### config.mk
export PLATFORM = sky130hd
export DESIGN_NAME = lcd_text_writer
export DESIGN_NICKNAME = d
export VERILOG_FILES = /design/src/rtl/lcd_pkg.sv /design/src/rtl/lcd_text_writer_byte_tx.sv /design/src/rtl/lcd_text_writer.sv
export SDC_FILE = /design/constraint.sdc
export NUM_CORES = 1
export LEC_CHECK = 0
export CELL_PAD_IN_SITES_DETAIL_PLACEMENT = 0
export CELL_PAD_IN_SITES_GLOBAL_PLACEMENT = 2
export CORE_UTILIZATION = 46
export CTS_CLUSTER_SIZE = 10
export DETAILED_ROUTE_END_ITERATION = 8
export HOLD_SLACK_MARGIN = 0.06
export PLACE_DENSITY_LB_ADDON = 0.12
export SYNTH_ARGS = -nofsm -noshare
export SYNTH_HDL_FRONTEND = slang
export SYNTH_HIERARCHICAL = 1
export SYNTH_SLANG_ARGS = --single-unit
### constraint.sdc
create_clock -name clk -period 12.85 [get_ports clk]
set_clock_uncertainty 0.2 [all_clocks]
set_input_delay 3.2125 -clock clk [delete_from_list [all_inputs] [get_ports clk]]
set_output_delay 3.2125 -clock clk [all_outputs]
set_load 0.05 [all_outputs]
### src/rtl/lcd_pkg.sv
// Shared definitions for the character-LCD text writer: timing defaults,
// DDRAM line addresses and the state encodings of both FSMs.
package lcd_pkg;

    localparam int unsigned DEF_CLK_HZ  = 50_000_000;
    localparam int unsigned DEF_T_SETUP = 2;
    localparam int unsigned DEF_T_EHIGH = 12;
    localparam int unsigned DEF_T_GAP   = 50;
    localparam int unsigned DEF_T_CMD   = 2000;

    localparam logic [7:0] LINE1_BASE = 8'h80;
    localparam logic [7:0] LINE2_BASE = 8'hC0;
    localparam logic [7:0] CHAR_SPACE = 8'h20;

    localparam int unsigned LINE_LEN  = 16;
    localparam int unsigned BUF_DEPTH = 2 * LINE_LEN;

    typedef enum logic [2:0] {
        ST_IDLE,
        ST_ADDR1,
        ST_LINE1,
        ST_ADDR2,
        ST_LINE2,
        ST_FINISH
    } wr_state_t;

    typedef enum logic [2:0] {
        TX_IDLE,
        TX_SETUP_HI,
        TX_EHIGH_HI,
        TX_GAP,
        TX_SETUP_LO,
        TX_EHIGH_LO,
        TX_SETTLE
    } tx_state_t;

endpackage

### src/rtl/lcd_text_writer_byte_tx.sv
// Sends one byte to a 4-bit HD44780-style bus as two enable-strobed nibbles,
// followed by a command settle interval; tx_done marks the final settle cycle.
module lcd_byte_tx
    import lcd_pkg::*;
#(
    parameter int unsigned T_SETUP = DEF_T_SETUP,
    parameter int unsigned T_EHIGH = DEF_T_EHIGH,
    parameter int unsigned T_GAP   = DEF_T_GAP,
    parameter int unsigned T_CMD   = DEF_T_CMD
) (
    input  logic       clk,
    input  logic       rst,
    input  logic       go,
    input  logic       rs,
    input  logic [7:0] tx_byte,
    output logic       lcd_e,
    output logic       lcd_rs,
    output logic [3:0] sf_d,
    output logic       tx_done
);

    localparam int unsigned T_MAX_A = (T_SETUP > T_EHIGH) ? T_SETUP : T_EHIGH;
    localparam int unsigned T_MAX_B = (T_GAP > T_CMD) ? T_GAP : T_CMD;
    localparam int unsigned T_MAX   = (T_MAX_A > T_MAX_B) ? T_MAX_A : T_MAX_B;
    localparam int unsigned TW      = $clog2(T_MAX + 1);

    localparam logic [TW-1:0] SETUP_END = TW'(T_SETUP - 1);
    localparam logic [TW-1:0] EHIGH_END = TW'(T_EHIGH - 1);
    localparam logic [TW-1:0] GAP_END   = TW'(T_GAP - 1);
    localparam logic [TW-1:0] CMD_END   = TW'(T_CMD - 1);

    tx_state_t     state, state_next;
    logic [TW-1:0] timer, end_val;
    logic          last;
    logic [7:0]    byte_q;
    logic          rs_q;

    always_ff @(posedge clk or posedge rst) begin
        if (rst) begin
            state  <= TX_IDLE;
            timer  <= '0;
            byte_q <= '0;
            rs_q   <= 1'b0;
        end else begin
            state <= state_next;
            if (state == TX_IDLE || last) begin
                timer <= '0;
            end else begin
                timer <= timer + TW'(1);
            end
            if (state == TX_IDLE && go) begin
                byte_q <= tx_byte;
                rs_q   <= rs;
            end
        end
    end

    always_comb begin
        end_val = '0;
        case (state)
            TX_SETUP_HI, TX_SETUP_LO: end_val = SETUP_END;
            TX_EHIGH_HI, TX_EHIGH_LO: end_val = EHIGH_END;
            TX_GAP:                   end_val = GAP_END;
            TX_SETTLE:                end_val = CMD_END;
            default:                  end_val = '0;
        endcase
        last = (timer == end_val);
    end

    always_comb begin
        state_next = state;
        case (state)
            TX_IDLE:     if (go)   state_next = TX_SETUP_HI;
            TX_SETUP_HI: if (last) state_next = TX_EHIGH_HI;
            TX_EHIGH_HI: if (last) state_next = TX_GAP;
            TX_GAP:      if (last) state_next = TX_SETUP_LO;
            TX_SETUP_LO: if (last) state_next = TX_EHIGH_LO;
            TX_EHIGH_LO: if (last) state_next = TX_SETTLE;
            TX_SETTLE:   if (last) state_next = TX_IDLE;
            default:               state_next = TX_IDLE;
        endcase
    end

    // Decoded straight from the async-reset state so rst drops lcd_e at once.
    always_comb begin
        lcd_e   = 1'b0;
        lcd_rs  = 1'b0;
        sf_d    = '0;
        tx_done = 1'b0;
        case (state)
            TX_SETUP_HI, TX_GAP: begin
                lcd_rs = rs_q;
                sf_d   = byte_q[7:4];
            end
            TX_EHIGH_HI: begin
                lcd_e  = 1'b1;
                lcd_rs = rs_q;
                sf_d   = byte_q[7:4];
            end
            TX_SETUP_LO: begin
                lcd_rs = rs_q;
                sf_d   = byte_q[3:0];
            end
            TX_EHIGH_LO: begin
                lcd_e  = 1'b1;
                lcd_rs = rs_q;
                sf_d   = byte_q[3:0];
            end
            TX_SETTLE: begin
                lcd_rs  = rs_q;
                sf_d    = byte_q[3:0];
                tx_done = last;
            end
            default: ;
        endcase
    end

endmodule

### src/rtl/lcd_text_writer.sv
// Full-screen refresh of a 2x16 character LCD from a 32-byte text buffer:
// line-1 address, 16 chars, line-2 address, 16 chars, then a done pulse.
module lcd_text_writer
    import lcd_pkg::*;
#(
    parameter int unsigned CLK_HZ  = DEF_CLK_HZ,
    parameter int unsigned T_SETUP = DEF_T_SETUP,
    parameter int unsigned T_EHIGH = DEF_T_EHIGH,
    parameter int unsigned T_GAP   = DEF_T_GAP,
    parameter int unsigned T_CMD   = DEF_T_CMD
) (
    input  logic       clk,
    input  logic       rst,
    input  logic       init_done,
    input  logic       start,
    input  logic       wr_en,
    input  logic [4:0] wr_addr,
    input  logic [7:0] wr_data,
    output logic       busy,
    output logic       done,
    output logic       lcd_rs,
    output logic       lcd_rw,
    output logic       lcd_e,
    output logic [3:0] sf_d
);

    if (CLK_HZ == 0 || T_SETUP == 0 || T_EHIGH == 0 || T_GAP == 0 || T_CMD == 0) begin : g_bad_timing
        $error("lcd_text_writer: clock and timing parameters must be non-zero");
    end

    wr_state_t  state, state_next;
    logic [3:0] idx, idx_next;
    logic       pending, pending_next;
    logic       line_last;
    logic [7:0] char_buf [BUF_DEPTH];

    logic       go;
    logic       tx_rs;
    logic [7:0] tx_byte;
    logic       tx_done;

    assign lcd_rw    = 1'b0;
    assign line_last = (idx == 4'(LINE_LEN - 1));

    always_ff @(posedge clk or posedge rst) begin
        if (rst) begin
            for (int unsigned i = 0; i < BUF_DEPTH; i++) begin
                char_buf[i] <= CHAR_SPACE;
            end
        end else if (wr_en) begin
            char_buf[wr_addr] <= wr_data;
        end
    end

    always_ff @(posedge clk or posedge rst) begin
        if (rst) begin
            state   <= ST_IDLE;
            idx     <= '0;
            pending <= 1'b0;
        end else begin
            state   <= state_next;
            idx     <= idx_next;
            pending <= pending_next;
        end
    end

    // pending marks a byte handed to the transmitter and not yet finished.
    always_comb begin
        state_next   = state;
        idx_next     = idx;
        pending_next = pending;
        case (state)
            ST_IDLE, ST_FINISH: begin
                state_next = (start && init_done) ? ST_ADDR1 : ST_IDLE;
            end
            default: begin
                if (!pending) begin
                    pending_next = 1'b1;
                end else if (tx_done) begin
                    pending_next = 1'b0;
                    if (!init_done) begin
                        state_next = ST_IDLE;
                        idx_next   = '0;
                    end else begin
                        case (state)
                            ST_ADDR1: state_next = ST_LINE1;
                            ST_LINE1: begin
                                if (line_last) begin
                                    idx_next   = '0;
                                    state_next = ST_ADDR2;
                                end else begin
                                    idx_next = idx + 4'd1;
                                end
                            end
                            ST_ADDR2: state_next = ST_LINE2;
                            ST_LINE2: begin
                                if (line_last) begin
                                    idx_next   = '0;
                                    state_next = ST_FINISH;
                                end else begin
                                    idx_next = idx + 4'd1;
                                end
                            end
                            default: state_next = ST_IDLE;
                        endcase
                    end
                end
            end
        endcase
    end

    always_comb begin
        busy    = 1'b0;
        done    = 1'b0;
        tx_rs   = 1'b0;
        tx_byte = '0;
        case (state)
            ST_ADDR1: begin
                busy    = 1'b1;
                tx_byte = LINE1_BASE;
            end
            ST_LINE1: begin
                busy    = 1'b1;
                tx_rs   = 1'b1;
                tx_byte = char_buf[{1'b0, idx}];
            end
            ST_ADDR2: begin
                busy    = 1'b1;
                tx_byte = LINE2_BASE;
            end
            ST_LINE2: begin
                busy    = 1'b1;
                tx_rs   = 1'b1;
                tx_byte = char_buf[{1'b1, idx}];
            end
            ST_FINISH: done = 1'b1;
            default: ;
        endcase
        go = busy && !pending;
    end

    lcd_byte_tx #(
        .T_SETUP (T_SETUP),
        .T_EHIGH (T_EHIGH),
        .T_GAP   (T_GAP),
        .T_CMD   (T_CMD)
    ) u_byte_tx (
        .clk     (clk),
        .rst     (rst),
        .go      (go),
        .rs      (tx_rs),
        .tx_byte (tx_byte),
        .lcd_e   (lcd_e),
        .lcd_rs  (lcd_rs),
        .sf_d    (sf_d),
        .tx_done (tx_done)
    );

endmodule

==> results list <==
* H-Tree Level Count: 2
* Number of buffers created by CTS: 35
- The pre-antenna-repair detailed-routing pass consisted of 4 iterations.
- In this run the static leakage power is between 6 and 7 nW.
- Summing all non-filler instances in the final layout gives an area of about 0.015 mm².
- The count of nets left with antenna violations once routing finished came out at 0.
* Footprint of the multi-input gates: 0.00621 mm²
- Post-CTS resize count: 0
- Kind of path behind the tightest hold check: reg2reg
- Synthesized net count: roughly 1000
* Startpoint-to-endpoint class of the critical path: reg2out
- For this run, design rule violations remaining after detail routing come to 0.
* Number of port buffers: 25
- In the routed layout, each cell is associated on average with a via count of between 5 and 6.
- Hold path startpoint: char_buf[56]$_DFFE_PP0P_
- Dividing the final minimum period by the clock period gives 0.467.
* Horizontal extent of the die: about 180 µm
* Destination of the worst hold path: char_buf[56]$_DFFE_PP0P_
* Total grt overflow: 0
- The core region is slightly below 0.03 mm².
* Startpoint kind of the worst setup timing path: register
* Overall power: between 2 and 3 mW
- The startpoint identified for the worst register-to-register timing path is idx[0]$_DFFE_PP0P_.
- Weighted congestion reported at the end of routability-driven placement: roughly 0.76
- The first global-routing pass estimated about 52 mm of wire.
- Measured in cells, the most critical reg-to-reg path has a length of 6.
- The smallest clock period supported by the final layout is computed as between 6 and 7 ns.
* CP required: approximately 9.4 ns
- Setup repair after global routing left no endpoint under its margin.
- The initial utilization of the core area, before any placement, comes to 0.467.
* Count of inserted antenna diode cells: 0
* Cell area after placement: roughly 0.014 mm²
- Critical path capture point type: primary output
* Number of antenna violations at the first check in global routing: 1
* Total number of vias: between 8000 and 9000
* Drt first-iter violations: around 550
- The worst pin sits at a relative slew slack of 0.0927.
* Capture instance of the worst register-to-register path: u_byte_tx/byte_q[3]$_DFFE_PP0P_
- Final net count: about 1000
- TritonCTS clock tree: yes
- The initialized floorplan defines 63 standard-cell rows.
* Final-report hold violation count: 0
* PwrDens: around 180 mW/mm²
- Setup violations remaining at the end of the flow were counted as 0.
- In this run the register-to-register setup slack is between 8 and 9 ns.
- In the final layout, flip-flops and latches occupy a little over 0.007 mm².
- From synthesis to final layout, the design area changed by 11.0%.
- The clock passes through at most 3 buffers.
- Count of synthesis-stage warnings from yosys: 6
- After clock tree synthesis, the flow added hold-fix buffers numbering 0.
- Overall die height: ~180 µm
- Primary flip-flop cell chosen by synthesis mapping: sky130_fd_sc_hd__dfrtp_1
- Summed over all failing endpoints, the final setup total negative slack is 0 ns.
- Synth cell types: between 70 and 80
* Worst hold slack across all endpoints: between 0.2 and 0.3 ns
- Post-synth EDFFs: 0
- The synthesized design contains about 290 register bits.
* Maximum frequency from static timing analysis: between 0.15 and 0.2 GHz
- Critical Path AT: around 2.6 ns
- Die Outline Area: between 0.03 and 0.04 mm²
* Sinks on the clock net: 287
- For this run, asynchronously set or reset flops after synthesis account for 1.00.
- Entering global routing, the biggest net connects about 120 pins.
* Wirelength per Cell: 23.7 µm
- Worst-case vdd ir drop: 0.000104 V
* Total global routing track utilization: 0.225
- Clock-pin slew was measured on the worst setup and hold paths at 0.05 ns.
* Fraction of final layout cells with drive strength greater than 1: 0.442
- The flow ran to the end, and the final reports show no timing, DRC or antenna violations.
* Actual slew at the worst max-slew pin: ~1.4 ns
- In the synthesized netlist, the number of instances is 981.
- Fill cell instance count of the final layout: about 2500
* Final Max Tran Viols: 0
* Clk_lat worst skew: 0.50 ns
- Total setup buffers inserted after CTS: 0
- Vias in the first global route: approximately 8600
- Post-synthesis average cell area: 14.1 µm²
- In this run the clock root is driven by a sky130_fd_sc_hd__clkbuf_16.
- The mapped netlist covers between 0.01 and 0.015 mm².
- The HPWL after detailed placement is approximately 21 mm.
* Sequential fraction of the synthesis area: 0.522
- For this design the top-level I/O count stands at 27.
* Crit-path max FO: 17
* Max-cap violation count: 0
- Along the worst hold path, the cell count comes to 1.
- Final wirelength: roughly 33 mm
per-layer routing:
| layer | track usage | vias up | share of wire |
|---|---|---|---|
| li1 | - | 3636 | - |
| met1 | 0.312 | 4360 | 0.45 |
| met2 | 0.361 | 165 | 0.48 |
| met3 | 0.0422 | 46 | 0.045 |
| met4 | 0.0674 | 2 | 0.021 |
| met5 | 0 | - | 0.00051 |
sequential cells by signal, summed over array words and instances, names as in the netlist:
name and count:
char_buf 256, idx 4, pending 1, state 3
u_byte_tx/byte_q 8, u_byte_tx/rs_q 1, u_byte_tx/state 3, u_byte_tx/timer 11
worst max path at each step:
| stage | from | slack [ns] | cells past startpoint | to |
|---|---|---|---|---|
| final | u_byte_tx/state[1]$_DFFE_PP0P_ | 6.85 | 4 | sf_d[0] |
| after global routing | u_byte_tx/state[0]$_DFFE_PP0P_ | 6.69 | 4 | sf_d[0] |
| after CTS | u_byte_tx/state[0]$_DFFE_PP0P_ | 6.80 | 4 | sf_d[0] |
| after detailed placement | wr_en | 7.07 | 4 | char_buf[220]$_DFFE_PP0P_ |
| after global placement | wr_en | 7.09 | 4 | char_buf[248]$_DFFE_PP0P_ |
| after floorplan | rst | 2.22 | 1 | char_buf[0]$_DFFE_PP0P_ |
cell type report:
class,instances,share of cell area
Tap cell,390,0.0318
Inverter,13,0.00367
Multi-Input combinational cell,610,0.405
Clock inverter,1,0.000326
Clock buffer,59,0.0663
Sequential cell,287,0.471
Timing Repair Buffer,38,0.0226
cells in the mapped netlist, drive strengths merged, types with 2 or more instances:
library cell	n	share of area
mux2	275	0.22
dfrtp	255	0.46
mux4	52	0.085
nand2	43	0.012
clkbuf	41	0.011
mux2i	40	0.029
nor2	37	0.014
dfstp	32	0.061
buf	30	0.015
nand3	18	0.0065
inv	13	0.0035
nand2b	13	0.0059
a22oi	10	0.0054
nand3b	8	0.0043
o21ai	8	0.0029
a21oi	7	0.0028
nor2b	6	0.0027
a32oi	5	0.0032
nor3	5	0.0025
nor3b	5	0.0027
o221ai	5	0.0032
xnor2	5	0.0032
xor2	5	0.0032
nand4	4	0.0018
or2	4	0.0018
a221oi	3	0.0024
a31oi	3	0.0014
and3	3	0.0014
nor4	3	0.0014
nor4b	3	0.0019
o32ai	3	0.0024
or4	3	0.0019
a211oi	2	0.0011
a21o	2	0.0011
and2	2	0.00090
and2b	2	0.0011
and4	2	0.0014
ha	2	0.0018
o31a	2	0.0014
or3	2	0.00090
cells by family (layout without fill, tap and decap cells):
kind of cell    Yosys count  after routing  share of synthesized area
mux                     367            367                      0.337
other cells               1              1                   0.000271
xor+xnor                 10             10                    0.00633
buf+inv                  84            111                     0.0292
flops                   287            287                      0.522
simple gates            166            166                     0.0671
compound gates           64             64                     0.0363
fa+ha+maj                 2              2                    0.00181
placed cells by master, fill, tap and decap left out, types with 13 or more instances in the layout:
| cell type | n |
|---|---|
| sky130_fd_sc_hd__clkdlybuf4s50_1 | 25 |
| sky130_fd_sc_hd__nand2_1 | 39 |
| sky130_fd_sc_hd__nand3_1 | 18 |
| sky130_fd_sc_hd__buf_4 | 13 |
| sky130_fd_sc_hd__mux2_2 | 274 |
| sky130_fd_sc_hd__dfrtp_1 | 253 |
| sky130_fd_sc_hd__mux4_2 | 52 |
| sky130_fd_sc_hd__dfstp_2 | 32 |
| sky130_fd_sc_hd__mux2i_1 | 40 |
| sky130_fd_sc_hd__nor2_1 | 23 |
| sky130_fd_sc_hd__nand2b_1 | 13 |
| sky130_fd_sc_hd__clkbuf_1 | 21 |
| sky130_fd_sc_hd__clkbuf_16 | 37 |
per-stage QoR:
stage                     utilization  std cells  setup slack [ns]
after detailed placement        0.484       1338              7.07
after floorplan                     -        981              2.22
after CTS                       0.518       1398              6.80
after global placement          0.484       1338              7.09
final                           0.518       1398              6.85
after global routing            0.518       1398              6.69
where the power goes:
group | leakage (nW) | internal [mW] | switching [mW] | total, mW
Sequential | 3.61 | 1.10 | 0.147 | 1.24
Clock | 0.492 | 0.536 | 0.356 | 0.892
Combinational | 2.32 | 0.357 | 0.324 | 0.681
critical path, stage by stage (launching register included):
cell	delay (ns)
sky130_fd_sc_hd__dfrtp_1	0.61
sky130_fd_sc_hd__or2_2	0.29
sky130_fd_sc_hd__nand2_1	0.07
sky130_fd_sc_hd__o21ai_0	0.26
sky130_fd_sc_hd__clkdlybuf4s50_1	0.87
Power figures use the tool's default switching activity.
